===== src/rtl/clint_pkg.sv =====
// clint_pkg: shared types, register map and byte-merge helper for the CLINT.
package clint_pkg;
  typedef enum logic {ST_IDLE, ST_RESP} state_t;
  typedef enum logic [1:0] {SEL_NONE, SEL_MSIP, SEL_MTIMECMP, SEL_MTIME} sel_t;
  localparam logic [15:0] CLINT_MSIP_OFF     = 16'h0000;
  localparam logic [15:0] CLINT_MTIMECMP_OFF = 16'h4000;
  localparam logic [15:0] CLINT_MTIME_OFF    = 16'hBFF8;
  localparam logic [63:0] CLINT_MTIMECMP_RST = 64'hFFFF_FFFF_FFFF_FFFF;
  function automatic logic [63:0] merge64(input logic [63:0] old, input logic [63:0] wdata,
                                          input logic [7:0] wmask);
    logic [63:0] r;
    for (int i = 0; i < 8; i++) r[8*i+:8] = wmask[i] ? wdata[8*i+:8] : old[8*i+:8];
    return r;
  endfunction
endpackage


===== src/rtl/clint_if.sv =====
// clint_if: single-outstanding valid/ready request/response port of the CLINT.
interface clint_if #(parameter int ADDR_W = 16);
  logic [ADDR_W-1:0] req_addr;
  logic [63:0]       req_wdata;
  logic [7:0]        req_wmask;
  logic              req_wen;
  logic              req_valid;
  logic              req_ready;
  logic [63:0]       resp_rdata;
  logic              resp_err;
  logic              resp_valid;
  logic              resp_ready;
  modport master (
    output req_addr, req_wdata, req_wmask, req_wen, req_valid, resp_ready,
    input  req_ready, resp_rdata, resp_err, resp_valid
  );
  modport slave (
    input  req_addr, req_wdata, req_wmask, req_wen, req_valid, resp_ready,
    output req_ready, resp_rdata, resp_err, resp_valid
  );
endinterface


===== src/rtl/clint_timebase.sv =====
// clint_timebase: prescaled 64-bit mtime counter; a bus write beats a same-cycle tick.
module clint_timebase import clint_pkg::*; #(
  parameter logic [15:0] TICK_DIV = 16'd1
) (
  input  logic        clk,
  input  logic        rst,
  input  logic        wen,
  input  logic [63:0] wdata,
  input  logic [7:0]  wmask,
  output logic [63:0] mtime
);
  logic [15:0] presc;
  logic        tick;
  assign tick = presc == TICK_DIV - 16'd1;
  always_ff @(posedge clk) begin
    if (rst) begin
      mtime <= '0;
      presc <= '0;
    end else if (wen) begin
      mtime <= merge64(mtime, wdata, wmask);
      presc <= '0;
    end else if (tick) begin
      mtime <= mtime + 64'd1;
      presc <= '0;
    end else begin
      presc <= presc + 16'd1;
    end
  end
endmodule


===== src/rtl/clint.sv =====
// clint: memory-mapped msip/mtimecmp/mtime with registered timer and software interrupt levels.
module clint import clint_pkg::*; #(
  parameter logic [15:0] TICK_DIV = 16'd1,
  parameter int          ADDR_W   = 16
) (
  input  logic    clk,
  input  logic    rst,
  clint_if.slave  bus,
  output logic    extint_software,
  output logic    extint_timer
);
  state_t            state, state_nxt;
  sel_t              sel;
  logic [ADDR_W-1:0] word;
  logic [63:0]       mtime, mtimecmp, rd_val;
  logic              msip, accept, wr;
  assign word   = bus.req_addr & ~ADDR_W'(7);
  assign accept = bus.req_valid && bus.req_ready;
  assign wr     = accept && bus.req_wen;
  always_comb begin
    sel = word == ADDR_W'(CLINT_MSIP_OFF)     ? SEL_MSIP :
          word == ADDR_W'(CLINT_MTIMECMP_OFF) ? SEL_MTIMECMP :
          word == ADDR_W'(CLINT_MTIME_OFF)    ? SEL_MTIME : SEL_NONE;
    rd_val = bus.req_wen         ? 64'd0 :
             sel == SEL_MSIP     ? {63'd0, msip} :
             sel == SEL_MTIMECMP ? mtimecmp :
             sel == SEL_MTIME    ? mtime : 64'd0;
  end
  always_ff @(posedge clk) begin
    if (rst) state <= ST_IDLE;
    else     state <= state_nxt;
  end
  always_comb begin
    state_nxt = state == ST_IDLE ? (bus.req_valid  ? ST_RESP : ST_IDLE)
                                 : (bus.resp_ready ? ST_IDLE : ST_RESP);
  end
  always_comb begin
    bus.req_ready  = state == ST_IDLE;
    bus.resp_valid = state == ST_RESP;
  end
  always_ff @(posedge clk) begin
    if (rst) begin
      bus.resp_rdata  <= '0;
      bus.resp_err    <= 1'b0;
      msip            <= 1'b0;
      mtimecmp        <= CLINT_MTIMECMP_RST;
      extint_timer    <= 1'b0;
      extint_software <= 1'b0;
    end else begin
      if (accept) begin
        bus.resp_rdata <= rd_val;
        bus.resp_err   <= sel == SEL_NONE;
      end
      if (wr && sel == SEL_MSIP && bus.req_wmask[0]) msip <= bus.req_wdata[0];
      if (wr && sel == SEL_MTIMECMP) mtimecmp <= merge64(mtimecmp, bus.req_wdata, bus.req_wmask);
      extint_timer    <= mtime >= mtimecmp;
      extint_software <= msip;
    end
  end
  clint_timebase #(.TICK_DIV(TICK_DIV)) u_timebase (
    .clk   (clk),
    .rst   (rst),
    .wen   (wr && sel == SEL_MTIME),
    .wdata (bus.req_wdata),
    .wmask (bus.req_wmask),
    .mtime (mtime)
  );
endmodule


===== src/flat_wrapper.sv =====
// flat-port wrapper written by rule: the top's interface ports become plain ports
module clint_flat import clint_pkg::*;
#(
  parameter logic [15:0] TICK_DIV = 16'd1,
  parameter int          ADDR_W   = 16
)
  (clk, rst, extint_software, extint_timer, bus_req_addr, bus_req_wdata, bus_req_wmask, bus_req_wen, bus_req_valid, bus_resp_ready, bus_req_ready, bus_resp_rdata, bus_resp_err, bus_resp_valid);
  clint_if #(.ADDR_W(ADDR_W)) bus_i ();
  input  logic clk;
  input  logic rst;
  output logic extint_software;
  output logic extint_timer;
  input wire logic [$bits(bus_i.req_addr)-1:0] bus_req_addr;
  input wire logic [$bits(bus_i.req_wdata)-1:0] bus_req_wdata;
  input wire logic [$bits(bus_i.req_wmask)-1:0] bus_req_wmask;
  input wire logic [$bits(bus_i.req_wen)-1:0] bus_req_wen;
  input wire logic [$bits(bus_i.req_valid)-1:0] bus_req_valid;
  input wire logic [$bits(bus_i.resp_ready)-1:0] bus_resp_ready;
  output wire logic [$bits(bus_i.req_ready)-1:0] bus_req_ready;
  output wire logic [$bits(bus_i.resp_rdata)-1:0] bus_resp_rdata;
  output wire logic [$bits(bus_i.resp_err)-1:0] bus_resp_err;
  output wire logic [$bits(bus_i.resp_valid)-1:0] bus_resp_valid;
  assign bus_i.req_addr = bus_req_addr;
  assign bus_i.req_wdata = bus_req_wdata;
  assign bus_i.req_wmask = bus_req_wmask;
  assign bus_i.req_wen = bus_req_wen;
  assign bus_i.req_valid = bus_req_valid;
  assign bus_i.resp_ready = bus_resp_ready;
  assign bus_req_ready = bus_i.req_ready;
  assign bus_resp_rdata = bus_i.resp_rdata;
  assign bus_resp_err = bus_i.resp_err;
  assign bus_resp_valid = bus_i.resp_valid;
  clint #(.TICK_DIV(TICK_DIV), .ADDR_W(ADDR_W)) u_core (.clk(clk), .rst(rst), .bus(bus_i), .extint_software(extint_software), .extint_timer(extint_timer));
endmodule

===== config.mk =====
export PLATFORM = sky130hd
export DESIGN_NAME = clint_flat
export DESIGN_NICKNAME = d
export VERILOG_FILES = /design/src/rtl/clint_pkg.sv /design/src/rtl/clint_if.sv /design/src/rtl/clint_timebase.sv /design/src/rtl/clint.sv /design/src/flat_wrapper.sv
export SDC_FILE = /design/constraint.sdc
export NUM_CORES = 1
export LEC_CHECK = 0
export CAP_MARGIN = 10
export CORE_MARGIN = 3
export CORE_UTILIZATION = 40
export DETAILED_ROUTE_END_ITERATION = 8
export GPL_TIMING_DRIVEN = 0
export PLACE_DENSITY = 0.61
export SLEW_MARGIN = 5
export SYNTH_ARGS = -nofsm -noshare
export SYNTH_HDL_FRONTEND = slang
export SYNTH_SLANG_ARGS = --single-unit

===== constraint.sdc =====
create_clock -name clk -period 2.8 [get_ports clk]
set_input_delay 0.42 -clock clk [delete_from_list [all_inputs] [get_ports clk]]
set_output_delay 0.42 -clock clk [all_outputs]
set_load 0.02 [all_outputs]

==> results of run 1 <==
==> final timing paths <==
| path | cells after the start | endpoint | slack, ps |
|---|---|---|---|
| worst max-delay path | 9 | u_core.u_timebase.mtime[8]$_SDFFE_PP0P_ | 50 |
| worst min-delay path | 4 | u_core.extint_timer$_SDFF_PP0_ | 380 |
| worst max register to register | 9 | u_core.u_timebase.mtime[8]$_SDFFE_PP0P_ | 50 |
| worst min register to register | 1 | u_core.u_timebase.presc[0]$_SDFF_PP0_ | 480 |
==> what timing repair did <==
item,in CTS,in global routing
setup buffers,0,1
resized for setup,17,26
gates cloned,0,0
endpoints found under the setup margin,157,120
pin swaps,0,1
hold buffers,0,0
endpoints found under the hold margin,0,0
==> logic make-up after synthesis <==
logic type,after synthesis,synth area share
AO/OA/AOI/OAI,443,0.2636
XOR/XNOR,15,0.01110
adder cells (fa/ha/maj),67,0.07083
buffers and inverters,185,0.06090
flip-flops,213,0.3603
multiplexers,6,0.005286
AND/OR/NAND/NOR,533,0.2280
==> flip-flops by register name (all words and copies together) (netlist names) <==
| name | count |
|---|---|
| u_core.bus.resp_err | 1 |
| u_core.bus.resp_rdata | 64 |
| u_core.bus.resp_valid | 1 |
| u_core.extint_software | 1 |
| u_core.extint_timer | 1 |
| u_core.msip | 1 |
| u_core.mtimecmp | 64 |
| u_core.u_timebase.mtime | 64 |
| u_core.u_timebase.presc | 16 |
==> synthesized netlist by cell type, drive strengths merged, types with 6 or more instances <==
cell type  count
a21o           6
a311oi        10
inv           78
o21a           8
nor3          29
o221ai         7
o21ai         72
a211oi        24
and4          15
xnor2          8
and3          49
buf           27
a22o          65
o211ai        64
a21oi         64
a2111oi        7
clkbuf        80
nor4          27
nor2         153
or3            8
a22oi         67
xor2           7
o22ai          9
ha            67
nand2        131
o31ai          8
nand3         52
nand4         39
a31oi          8
and2           8
dfxtp        213
==> routing by layer <==
metal | wire (um) | vias to the layer above | track usage
met5 | 13 | - | 0
met4 | 1453 | 2 | 0.09326
met1 | 19470 | 5930 | 0.3775
li1 | - | 5816 | -
met2 | 20510 | 575 | 0.4436
met3 | 3770 | 109 | 0.05045
==> stage by stage <==
step | setup WS [ps] | power [mW] | hold slack [ps] | area [sq um] | utilization
final | 52.38 | 6.761 | 375.0 | 14810 | 0.5119
after detailed placement | -1223 | 3.489 | 468.3 | 13910 | 0.4807
after CTS | 0.1410 | 6.800 | 374.6 | 14770 | 0.5106
after global placement | -1173 | 3.488 | 458.6 | 13890 | 0.4799
after floorplan | 603.6 | 3.221 | 441.7 | 11840 | -
after global routing | -27.00 | 6.933 | 440.1 | 14810 | 0.5119
==> power by group through the flow <==
| stage | logic (mW) | clock network, mW | registers, mW |
|---|---|---|---|
| 6_report | 0.386 | 3.33 | 3.05 |
| 5_1_grt | 0.401 | 3.49 | 3.05 |
| 4_1_cts | 0.381 | 3.37 | 3.05 |
| 3_5_place_dp | 0.376 | 0 | 3.11 |
| 3_3_place_gp | 0.376 | 0 | 3.11 |
| 2_1_floorplan | 0.109 | 0 | 3.11 |
==> layout by cell type, fill, tap and decap left out, drive strengths merged, types with 6 or more instances in the layout <==
cell type	count
o22ai	9
a31oi	8
nor3	29
nand3	52
a311oi	10
a22oi	67
and4	15
buf	22
a2111oi	7
a21o	6
and3	49
clkdlybuf4s50	157
ha	67
o221ai	7
or3	8
a21oi	64
dfxtp	213
nor2	153
a211oi	24
xnor2	8
o211ai	64
o21ai	72
nand2	131
xor2	7
o31ai	8
o21a	8
nor4	27
a22o	65
inv	78
nand4	39
and2	8
clkbuf	125
==> worst max-delay path, delay by kind of cell (launching register included) <==
family / cells / cell delay [ps]
AOI/OAI and AO/OA: 2 / 460
buffers and inverters: 4 / 1110
DFF: 1 / 330
and+or+nand+nor: 3 / 720
==> cell type report <==
type / count / area, sq um
multi-input combinational: 1064 / 6898
tap: 384 / 480.5
buffer: 105 / 460.4
clock buffer: 39 / 780.7
inverter: 78 / 292.8
clock inverter: 3 / 40.04
fill: 2813 / 14120
timing repair buffer: 160 / 1595
sequential: 213 / 4264
==> reports/metrics.cfg, run 1 <==
[critical_path]
cp_max_fo=10
crit_type=register to register
reg2reg_from=u_core.bus.resp_valid$_SDFF_PP0_
cpPeakStageDelay_ps=400
cp-end-kind=register
crit_path_cell_trace=inv_1 > and3_1 > clkbuf_4 > buf_2 > nand2_2 > clkbuf_2 > a22o_1 > a22oi_1 > nor2_1
start_kind=register
slowest_stage=and3_1
startpoint=u_core.bus.resp_valid$_SDFF_PP0_
cp.required_ps=3220
arrival_ps=3160

[place]
gp_congestion=0.9536
portBuffers=157
post-dp-hpwl_um=33070
place_inst=2005

[power_and_ir_drop]
seq_power_share=0.451
combPwrFrac=0.057
clockPowerShare=0.492
internal_power_mw=5.175
p_leak_nw=5.913
vdd_drop_max_uv=395.0
powerDensity_nw_per_um2=456.5
netSwitchingFraction=0.2346
switchingPower_mw=1.586

[sta]
tns_ps=0
setup_violations=0
finalCriticalPeriod_ps=2748
hold_viol_final=0
finalMaxSlewViolations=0
post-route-period-util=0.9813
tightest_slew_ps=1082
max_slew_margin=0.2788
fin_skew_ps=17.91
max_freq_mhz=364.0

[floorplanning]
pin_count=162
num_rows=62
initial_core_util=0.4090
die_height_um=178.0
dieArea_sq_um=31690
die_x_um=178.0
core_sq_um=28940

[layout]
n_antenna_cell=0
drive_gt1_frac=0.06739
instances_no_fill=2046
nNetsFinal=1808
syn_to_final_growth_pct=25.15

[synth]
async_flop_share=0
synth_nets=1622
seq_area_frac_synth=0.3603
syn_avg_cell_area_sq_um=8.095
syn-cell-area_sq_um=11840
synth-main-ff-cell=dfxtp_1
synth_edf_count=0
synthCells=1462
ys_types=72
synth.area.top_cells=dfxtp_1 (36%), ha_1 (7.1%), nor2_1 (4.9%)
ys_seq_elements=213
ys.warnings.count=0
synth_top_area_share=0.3603
synth.largest_area_cell=dfxtp_1

[global_route]
antenna_found_initial=1
grt_pass1_wl_um=68860
grt_start_max_net_pins=13
grt_pass1_vias=11740
grt_overflow=0
grt_usage=0.2775

[routing]
drtIter0Drc=1314
wl_per_cell_um=22.10
avgViaCountPerCell=6.076
dr.pass1.iters=5
num_vias=12430
drc=0
drt.antenna.violating_nets=0
drt_wl_total_um=45220

[clocking]
cts_buffers=26
clockBufferDepth=3
cts.sinks=213
cts_tree=yes
cts.clk_slew.worst_paths_ps=60
cts_htree_levels=1
clock-root-buffer=clkbuf_16
clkLatencyLatePin_ps=550

[outcome]
status=finished, final reports clean

[worst_hold_path]
hold_start=rst
hp-class=input pin to register

[flow_run]
maxCapViolCount=0

Power figures use the tool's default switching activity.
==> run 2, diff against run 1 <==
Settings changed: CAP_MARGIN 10 to unset.
==> reports/metrics.cfg, run 2 (same netlist as run 1, synthesis figures left out) <==
[outcome]
status=finished, final reports clean  ; unchanged

[place]
portBuffers=157  ; unchanged
pre_cts_slack_ps=-1215  ; was -1223 ps
post_dp_cell_area_sq_um=13910  ; unchanged
place_inst=2005  ; unchanged
gp_congestion=0.9536  ; unchanged
post-dp-hpwl_um=33110  ; was 33070 um

[sta]
layout_setup_ws_ps=16.06  ; was 52.38 ps
max_slew_margin=0.2684  ; was 0.2788
fin_skew_ps=10.24  ; was 17.91 ps
post-route-period-util=0.9943  ; was 0.9813
tightest_slew_ps=1097  ; was 1082 ps
finalMaxSlewViolations=0  ; unchanged
finalCriticalPeriod_ps=2784  ; was 2748 ps
holdWs_ps=425.3  ; was 375.0 ps
max_freq_mhz=359.2  ; was 364.0 MHz
rsz0062_at_grt=false
hold_viol_final=0  ; unchanged
tns_ps=0  ; unchanged
setup_violations=0  ; unchanged

[layout]
multi_input_area_sq_um=6898  ; unchanged
layout_common_cells=dfxtp_1 (213), clkdlybuf4s50_1 (157), nor2_1 (153)  ; was dfxtp_1 (213), clkdlybuf4s50_1 (157), nor2_1 (152)
fill_cells=2809  ; was 2813
syn_to_final_growth_pct=25.35  ; was 25.15%
n_antenna_cell=0  ; unchanged
instances_no_fill=2045  ; was 2046
final_common_cell=dfxtp_1  ; unchanged
reg_top3=u_core.bus.resp_rdata x64, u_core.mtimecmp x64, u_core.u_timebase.mtime x64  ; unchanged
ff_latch_area_sq_um=4264  ; unchanged
final_area_sq_um=14840  ; was 14810 sq um
drive_gt1_frac=0.06743  ; was 0.06739
nNetsFinal=1808  ; unchanged

[routing]
num_vias=12400  ; was 12430
avgViaCountPerCell=6.062  ; was 6.076
drc=0  ; unchanged
drtIter0Drc=1232  ; was 1314
drt.antenna.violating_nets=0  ; unchanged
wl_per_cell_um=22.00  ; was 22.10 um
dr.pass1.iters=5  ; unchanged
drt_wl_total_um=44990  ; was 45220 um

[power_and_ir_drop]
vdd_drop_max_uv=318.2  ; was 395.0 uV
p_leak_nw=5.927  ; was 5.913 nW
powerDensity_nw_per_um2=462.5  ; was 456.5 nW/um^2

[critical_path]
start_kind=input pin  ; was register
r2r_cells=9  ; unchanged
slowest_stage=clkdlybuf4s50_1  ; was and3_1
ff2ff_setup_slack_ps=20  ; was 50 ps
critPathBufInv=4  ; unchanged
cp_max_fo=10  ; unchanged
crit_type=input pin to register  ; was register to register
cp-end-kind=register  ; unchanged
path_common_cell=buf_2
reg2reg_from=u_core.bus.resp_valid$_SDFF_PP0_  ; unchanged
arrival_ps=3190  ; was 3160 ps
crit_family=buffers and inverters  ; unchanged
cpPeakStageDelay_ps=530  ; was 400 ps
cp.required_ps=3210  ; was 3220 ps
crit_path_cell_trace=clkdlybuf4s50_1 > and3_1 > buf_2 > buf_2 > nand2_2 > clkbuf_2 > a22o_1 > a22oi_1 > nor2_1  ; was inv_1 > and3_1 > clkbuf_4 > buf_2 > nand2_2 > clkbuf_2 > a22o_1 > a22oi_1 > nor2_1
reg2reg_to=u_core.u_timebase.mtime[8]$_SDFFE_PP0P_  ; unchanged

[clocking]
clockBufferDepth=3  ; unchanged
cts.clk_slew.worst_paths_ps=60  ; about the same
cts_htree_levels=1  ; unchanged
postCtsHoldBufs=0  ; unchanged
cts_buffers=26  ; unchanged
clkLatencyLatePin_ps=530  ; was 550 ps
cts.sinks=213  ; unchanged
clock-root-buffer=clkbuf_16  ; unchanged
cts_tree=yes  ; unchanged

[floorplanning]
core_sq_um=28940  ; unchanged
dieArea_sq_um=31690  ; unchanged
die_height_um=178.0  ; unchanged
initial_core_util=0.4090  ; unchanged
pin_count=162  ; unchanged
die_x_um=178.0  ; unchanged
num_rows=62  ; unchanged

[global_route]
grt_usage=0.2754  ; was 0.2775
grt_start_max_net_pins=13  ; unchanged
grt_pass1_wl_um=68300  ; was 68860 um
grt_overflow=0  ; unchanged
antenna_found_initial=0  ; was 1
grt_pass1_vias=11680  ; was 11740

[worst_hold_path]
hold_start=rst  ; unchanged
hold_depth=4  ; unchanged
whs_endpoint=u_core.extint_timer$_SDFF_PP0_  ; unchanged
hp-class=input pin to register  ; unchanged

[flow_run]
maxCapViolCount=0  ; unchanged

## run 2: cell types whose count changed in the layout (fill, tap and decap cells not counted), moves of 2 or more
cell       previous run  this run
buf_2                18        20
bufinv_16             1         3
clkbuf_4              4         2
clkbuf_8              6         4
## run 2: layout make-up
class | instances | share of cell area
clock inverter | 4 | 0.006410
sequential | 213 | 0.2874
timing repair buffer | 160 | 0.1075
buffer | 105 | 0.03078
tap | 384 | 0.03239
inverter | 78 | 0.01974
multi-input combinational | 1064 | 0.4650
clock buffer | 37 | 0.05077
## run 2: what timing repair did
action / CTS / global route
setup buffers: 0 / 1
gates resized for setup: 16 / 27
gates cloned: 0 / 0
setup endpoints to repair: 159 / 112
## run 2: how the worst max path moves through the flow
stage / slack (ps) / start / end / cells after the start
6_report: 20 / bus_req_wen / u_core.u_timebase.mtime[8]$_SDFFE_PP0P_ / 9
5_1_grt: 0.8 / u_core.u_timebase.mtime[1]$_SDFFE_PP0P_ / u_core.u_timebase.mtime[60]$_SDFFE_PP0P_ / 7
4_1_cts: 6 / bus_req_addr[14] / u_core.bus.resp_rdata[40]$_SDFFE_PP0P_ / 9
3_5_place_dp: -1210 / bus_req_wen / u_core.u_timebase.mtime[8]$_SDFFE_PP0P_ / 9
3_3_place_gp: -1170 / bus_req_wen / u_core.u_timebase.mtime[8]$_SDFFE_PP0P_ / 9
2_1_floorplan: 600 / u_core.bus.resp_valid$_SDFF_PP0_ / u_core.u_timebase.mtime[8]$_SDFFE_PP0P_ / 9
## run 2: report_power, final
| part | total (mW) | switching (mW) | leakage [nW] | internal, mW |
|---|---|---|---|---|
| combinational | 0.384 | 0.233 | 3.79 | 0.151 |
| sequential | 3.05 | 0.00900 | 1.72 | 3.04 |
| clock | 3.43 | 1.32 | 0.415 | 2.12 |
| total | 6.86 | 1.56 | 5.93 | 5.30 |
## run 2: worst reg2reg max path: cells and delay by family (launching register included)
kind                   cells  cell delay [ps]
DFF                        1              330
AOI/OAI and AO/OA          2              480
buffers and inverters      4             1140
and+or+nand+nor            3              700
## run 2: metal layers
metal	track usage	up-vias	part of all wire
met1	0.3769	5922	0.43
met2	0.4431	569	0.46
met5	0	-	0
li1	-	5816	-
met4	0.08737	0	0.029
met3	0.04598	90	0.089
## run 2: stage by stage
| stage | util | power [mW] |
|---|---|---|
| floorplan | - | 3.221 |
| global placement | 0.4799 | 3.488 |
| detailed placement | 0.4807 | 3.488 |
| CTS | 0.5115 | 6.900 |
| global route | 0.5127 | 7.040 |
| finish | 0.5127 | 6.862 |
==> RTL change 1: new RTL, flow settings as in run 1 <==
Reset style: asynchronous (`rst`), changed in 3 clocked blocks.
--- a/src/rtl/clint_timebase.sv
+++ b/src/rtl/clint_timebase.sv
@@ -12,7 +12,7 @@
   logic [15:0] presc;
   logic        tick;
   assign tick = presc == TICK_DIV - 16'd1;
-  always_ff @(posedge clk) begin
+  always_ff @(posedge clk or posedge rst) begin
     if (rst) begin
       mtime <= '0;
       presc <= '0;
--- a/src/rtl/clint.sv
+++ b/src/rtl/clint.sv
@@ -26,7 +26,7 @@
              sel == SEL_MTIMECMP ? mtimecmp :
              sel == SEL_MTIME    ? mtime : 64'd0;
   end
-  always_ff @(posedge clk) begin
+  always_ff @(posedge clk or posedge rst) begin
     if (rst) state <= ST_IDLE;
     else     state <= state_nxt;
   end
@@ -38,7 +38,7 @@
     bus.req_ready  = state == ST_IDLE;
     bus.resp_valid = state == ST_RESP;
   end
-  always_ff @(posedge clk) begin
+  always_ff @(posedge clk or posedge rst) begin
     if (rst) begin
       bus.resp_rdata  <= '0;
       bus.resp_err    <= 1'b0;
Function: differs if rst is asserted again (counterexample within 4 cycles, from zero or initial values and one cycle with rst high); with rst held inactive, the same outputs for 4 cycles.
==> RTL change 1 against run 1 <==
- core utilization is 0.68 points higher
- maximum frequency is 0.77% lower
- wire length is 11% lower
- worst setup slack worse by 21 ps
- final area is 4.3% higher
- critical path depth is 2 lower
- cell count is 6.0% lower
- area after synthesis is 2.9% higher
- sequential share of layout area is 6.3 points higher
- sequential cell count stayed put
- power is 6.0% higher
==> RTL change 1: results (changes against run 1) <==
Setup path
  – Worst r2r dst: u_core.u_timebase.mtime[59] (was u_core.u_timebase.mtime[8])
  – Worst reg2reg path depth: 7 (was 9)
  – CP Launch Type: flop (unchanged)
  – Worst path slowest cell: dfrtp_1 (was and3_1)
  – Worst r2r src: u_core.u_timebase.mtime[32] (was u_core.bus.resp_valid)
  – Cell family with most CP delay: simple AND/OR/NAND/NOR gates (was buffers and inverters)
  – CP Data Arrival Time: 3190 ps (was 3160 ps)
  – CP peak stage delay: 530 ps (was 400 ps)
  – Reg2reg setup slack: 30 ps (was 50 ps)

Detailed routing
  – Met3 wire length: 2980 um (was 3770 um)
  – Via density: 5.92 (was 6.08)
  – Starting DRT DRC Count: 1090 (was 1314)
  – WL per Instance: 21.0 um (was 22.1 um)
  – Met2 routed WL: 18400 um (was 20500 um)
  – Max Used Layer: met4 (was met5)
  – Post-Route M1 WL: 17500 um (was 19500 um)

Synthesis
  – XOR/XNOR share of the synthesized area: 0.0115 (was 0.0111)
  – Synth cell count leaders: nand2_1, dfrtp_1, o21ai_0 (was dfxtp_1, nor2_1, nand2_1)
  – Synth Area in Compound Gates: 0.182 (was 0.264)
  – Net count after synthesis: 1477 (was 1622)
  – Mapped Avg Cell Area: 9.25 um2 (was 8.10 um2)
  – Post-synthesis mux area share: 0.0660 (was 0.00529)
  – Register area share after synthesis: 0.444 (was 0.360)
  – Largest cells by area after synthesis: dfrtp_1, dfstp_2, ha_1, mux2_2, nand2_1 (was dfxtp_1, ha_1, nor2_1, a22o_1, a22oi_1)
  – Adder-cell share of the synthesized area: 0.0688 (was 0.0708)
  – Post-synth cell types: 62 (was 72)

Cells and area
  – Final Non-Filler Cells: 1923 (was 2046)
  – Registers with the most flip-flops: u_core.bus.resp_rdata x64, u_core.mtimecmp x64, u_core.u_timebase.mtime x64 (unchanged)
  – Final nets: 1673 (was 1808)
  – Number of fill cells: 2768 (was 2813)

Placed design
  – DP Area: 14400 um2 (was 13900 um2)
  – Pre-CTS setup slack: -1540 ps (was -1220 ps)
  – DP Wirelength: 30100 um (was 33100 um)
  – Final RePlAce weighted congestion: 0.930 (was 0.954)

Timing
  – Fin crit share: 0.989 (was 0.981)
  – Slew HR: 0.441 (was 0.279)
  – Clk_skew: 20.1 ps (was 17.9 ps)

GRT
  – Met3 Use GR: 0.0388 (was 0.0504)
  – Initial antenna violation count: 0 (was 1)
  – Tot GR Track Use: 0.240 (was 0.277)
  – Number of global-route vias before repair: 11152 (was 11740)
  – M2 GR Usage: 0.387 (was 0.444)
  – First-pass GRT wire length: 63300 um (was 68900 um)

Clocking
  – Postcts setup bufs: 10 (was 0)
  – CTS resizes: 24 (was 17)

Power
  – Max VDD drop: 372 uV (was 395 uV)
  – Lkg Pwr: 6.04 nW (was 5.91 nW)

Outcome
  – Outcome: finished, final reports clean (unchanged)
==> RTL change 1: changes by cell type in the layout (fill, tap and decap cells not counted), sizes merged, moves of 37 or more <==
cell,change
a22o,-65
dfrtp,+149
dfstp,+64
dfxtp,-213
mux2,+65
nor2,-92
o211ai,-60
o21ai,+37
==> RTL change 1: where the power goes <==
| part | switching (mW) | internal [mW] | leakage, nW |
|---|---|---|---|
| registers | 0.0860 | 3.13 | 2.58 |
| clock network | 1.34 | 2.01 | 0.423 |
| logic | 0.349 | 0.251 | 3.03 |
| total | 1.77 | 5.40 | 6.04 |
==> RTL change 1: through the flow <==
step	hold WS, ps	util
CTS	261	0.516
global placement	390	0.478
finish	255	0.519
floorplan	365	-
detailed placement	396	0.483
global route	298	0.519
==> RTL change 1: layout make-up <==
cell class	count	area share
multi-input combinational	958	0.411
sequential	213	0.351
timing repair buffer	174	0.115
clock buffer	41	0.0510
tap	390	0.0316
inverter	81	0.0199
buffer	59	0.0167
clock inverter	7	0.00389
==> RTL change 2: new RTL, flow settings as in run 1 <==
Made on the original files. `ADDR_W` is set to 16 in 3 places; all go to 17.
--- a/src/rtl/clint_if.sv
+++ b/src/rtl/clint_if.sv
@@ -1,5 +1,5 @@
 // clint_if: single-outstanding valid/ready request/response port of the CLINT.
-interface clint_if #(parameter int ADDR_W = 16);
+interface clint_if #(parameter int ADDR_W = 17);
   logic [ADDR_W-1:0] req_addr;
   logic [63:0]       req_wdata;
   logic [7:0]        req_wmask;
--- a/src/rtl/clint.sv
+++ b/src/rtl/clint.sv
@@ -1,7 +1,7 @@
 // clint: memory-mapped msip/mtimecmp/mtime with registered timer and software interrupt levels.
 module clint import clint_pkg::*; #(
   parameter logic [15:0] TICK_DIV = 16'd1,
-  parameter int          ADDR_W   = 16
+  parameter int          ADDR_W   = 17
 ) (
   input  logic    clk,
   input  logic    rst,
--- a/src/flat_wrapper.sv
+++ b/src/flat_wrapper.sv
@@ -2,7 +2,7 @@
 module clint_flat import clint_pkg::*;
 #(
   parameter logic [15:0] TICK_DIV = 16'd1,
-  parameter int          ADDR_W   = 16
+  parameter int          ADDR_W   = 17
 )
   (clk, rst, extint_software, extint_timer, bus_req_addr, bus_req_wdata, bus_req_wmask, bus_req_wen, bus_req_valid, bus_resp_ready, bus_req_ready, bus_resp_rdata, bus_resp_err, bus_resp_valid);
   clint_if #(.ADDR_W(ADDR_W)) bus_i ();
Interface: changed (resized bus_req_addr); port bits go from 162 to 163. The function was not compared with the original's and may differ.
==> RTL change 2 against run 1 <==
- clock skew rose by 4.6 ps
- non-clock buffer count fell by 1
- power grew 6.4%
- die area rose by 2.4%
- final area increased by 3.2%
- worst setup slack improved by 5.7 ps
- maximum frequency rose by 0.21%
- first-iteration DRC count down 9.6%
- sequential share of layout area shrank 0.90 points
- area after synthesis grew 2.5%
- sequential cell count did not move
- wire length rose by 1.2%
- largest power group unchanged
==> RTL change 2: results (changes against run 1) <==
Power
  – Sequential Power Share: 0.423 (was 0.451)
  – Max VDD drop: 462 uV (was 395 uV)
  – Clk pwr: 3.74 mW (was 3.33 mW)
  – Lkg Pwr: 6.05 nW (was 5.91 nW)
  – Clock share of power: 0.519 (was 0.492)

Synthesis
  – Net count after synthesis: 1642 (was 1622)
  – Synth cell count leaders: dfxtp_1, nand2_1, nor2_1 (was dfxtp_1, nor2_1, nand2_1)
  – Register area share after synthesis: 0.352 (was 0.360)
  – Post-synth cell types: 83 (was 72)
  – Largest cells by area after synthesis: dfxtp_1, ha_1, nand2_1, a2bb2oi_1, nor2_1 (was dfxtp_1, ha_1, nor2_1, a22o_1, a22oi_1)
  – Post-Syn Instances: 1481 (was 1462)

Outcome
  – Outcome: finished, final reports clean (unchanged)

Cells and area
  – Number of fill cells: 2925 (was 2813)
  – Share of cells above drive strength 1: 0.0904 (was 0.0674)
  – Final nets: 1835 (was 1808)

Detailed routing
  – Detailed Routing Iterations Pass 1: 6 (was 5)
  – Post-Route M1 WL: 20000 um (was 19500 um)
  – Met2 routed WL: 20900 um (was 20500 um)
  – Met3 wire length: 3810 um (was 3770 um)
  – WL per Instance: 22.0 um (was 22.1 um)
  – Final WL: 45800 um (was 45200 um)
  – Detailed-route via count: 12673 (was 12432)
  – Starting DRT DRC Count: 1188 (was 1314)
  – Max Used Layer: met4 (was met5)

Clocking
  – Clock buffer depth: 3 (unchanged)

Setup path
  – Cell family with most CP delay: simple AND/OR/NAND/NOR gates (was buffers and inverters)
  – Worst path slowest cell: clkdlybuf4s50_1 (was and3_1)
  – CP Data Arrival Time: 3130 ps (was 3160 ps)
  – CP peak stage delay: 490 ps (was 400 ps)
  – Critical path peak fanout: 10 (unchanged)

Timing
  – Slew @ Worst Pin: 1110 ps (was 1080 ps)
  – Clk_skew: 22.5 ps (was 17.9 ps)

Placed design
  – DP Wirelength: 33200 um (was 33100 um)
  – Placed insts: 2029 (was 2005)
  – Final RePlAce weighted congestion: 0.935 (was 0.954)
  – Pre-CTS setup slack: -781 ps (was -1220 ps)
  – DP Area: 14200 um2 (was 13900 um2)

GRT
  – Largest net degree at the start of global routing: 17 (was 13)
  – Initial antenna violation count: 0 (was 1)
  – Tot GR Track Use: 0.268 (was 0.277)
  – First-pass GRT wire length: 70500 um (was 68900 um)
RTL change 2: cell count changes in the layout (fill, tap and decap cells not counted), moves of 11 or more:
cell | run 1 | this run
a211oi_1 | 24 | 11
a21oi_1 | 63 | 86
a22o_1 | 65 | 1
a2bb2oi_1 | 0 | 63
buf_4 | 3 | 14
clkbuf_1 | 70 | 50
clkbuf_2 | 18 | 5
nand2_1 | 130 | 153
o21ai_0 | 71 | 56
RTL change 2: final cells by class:
class,instances,area share
Clock inverter,11,0.0127
Sequential cell,213,0.279
Inverter,73,0.0179
Multi-Input combinational cell,1096,0.470
Antenna cell,1,0.000164
Clock buffer,35,0.0493
Tap cell,390,0.0319
Buffer,97,0.0302
Timing Repair Buffer,167,0.109
RTL change 2: cell families after synthesis:
logic type,share of synthesized area
and+or+nand+nor,0.245
muxes,0.00959
xor gates and xnor gates,0.0108
DFF,0.352
adders and majority gates,0.0691
buffers and inverters,0.0599
AOI/OAI and AO/OA,0.254
RTL change 2: path summary, 6_finish.rpt:
kind                               from                     endpoint  slack (ps)  cells past startpoint
max                       bus_req_valid  u_core.u_timebase.mtime[58]          60                      9
max reg2reg       u_core.bus.resp_valid  u_core.u_timebase.mtime[15]         110                      9
min                                 rst  u_core.u_timebase.mtime[59]         340                      3
min reg2reg  u_core.u_timebase.presc[0]   u_core.u_timebase.presc[0]         480                      1
RTL change 2: per-layer routing:
layer | GRT usage | up-vias
met5 | 0 | -
met1 | 0.368 | 6059
met4 | 0.0700 | 0
li1 | - | 5921
met3 | 0.0464 | 90
met2 | 0.438 | 603
RTL change 2: timing repair:
action | in CTS | in global routing
gates resized for setup | 11 | 13
endpoints found under the setup margin | 123 | 73
buffers inserted | 4 | 5
pin swaps | 0 | 2
cloned | 0 | 0
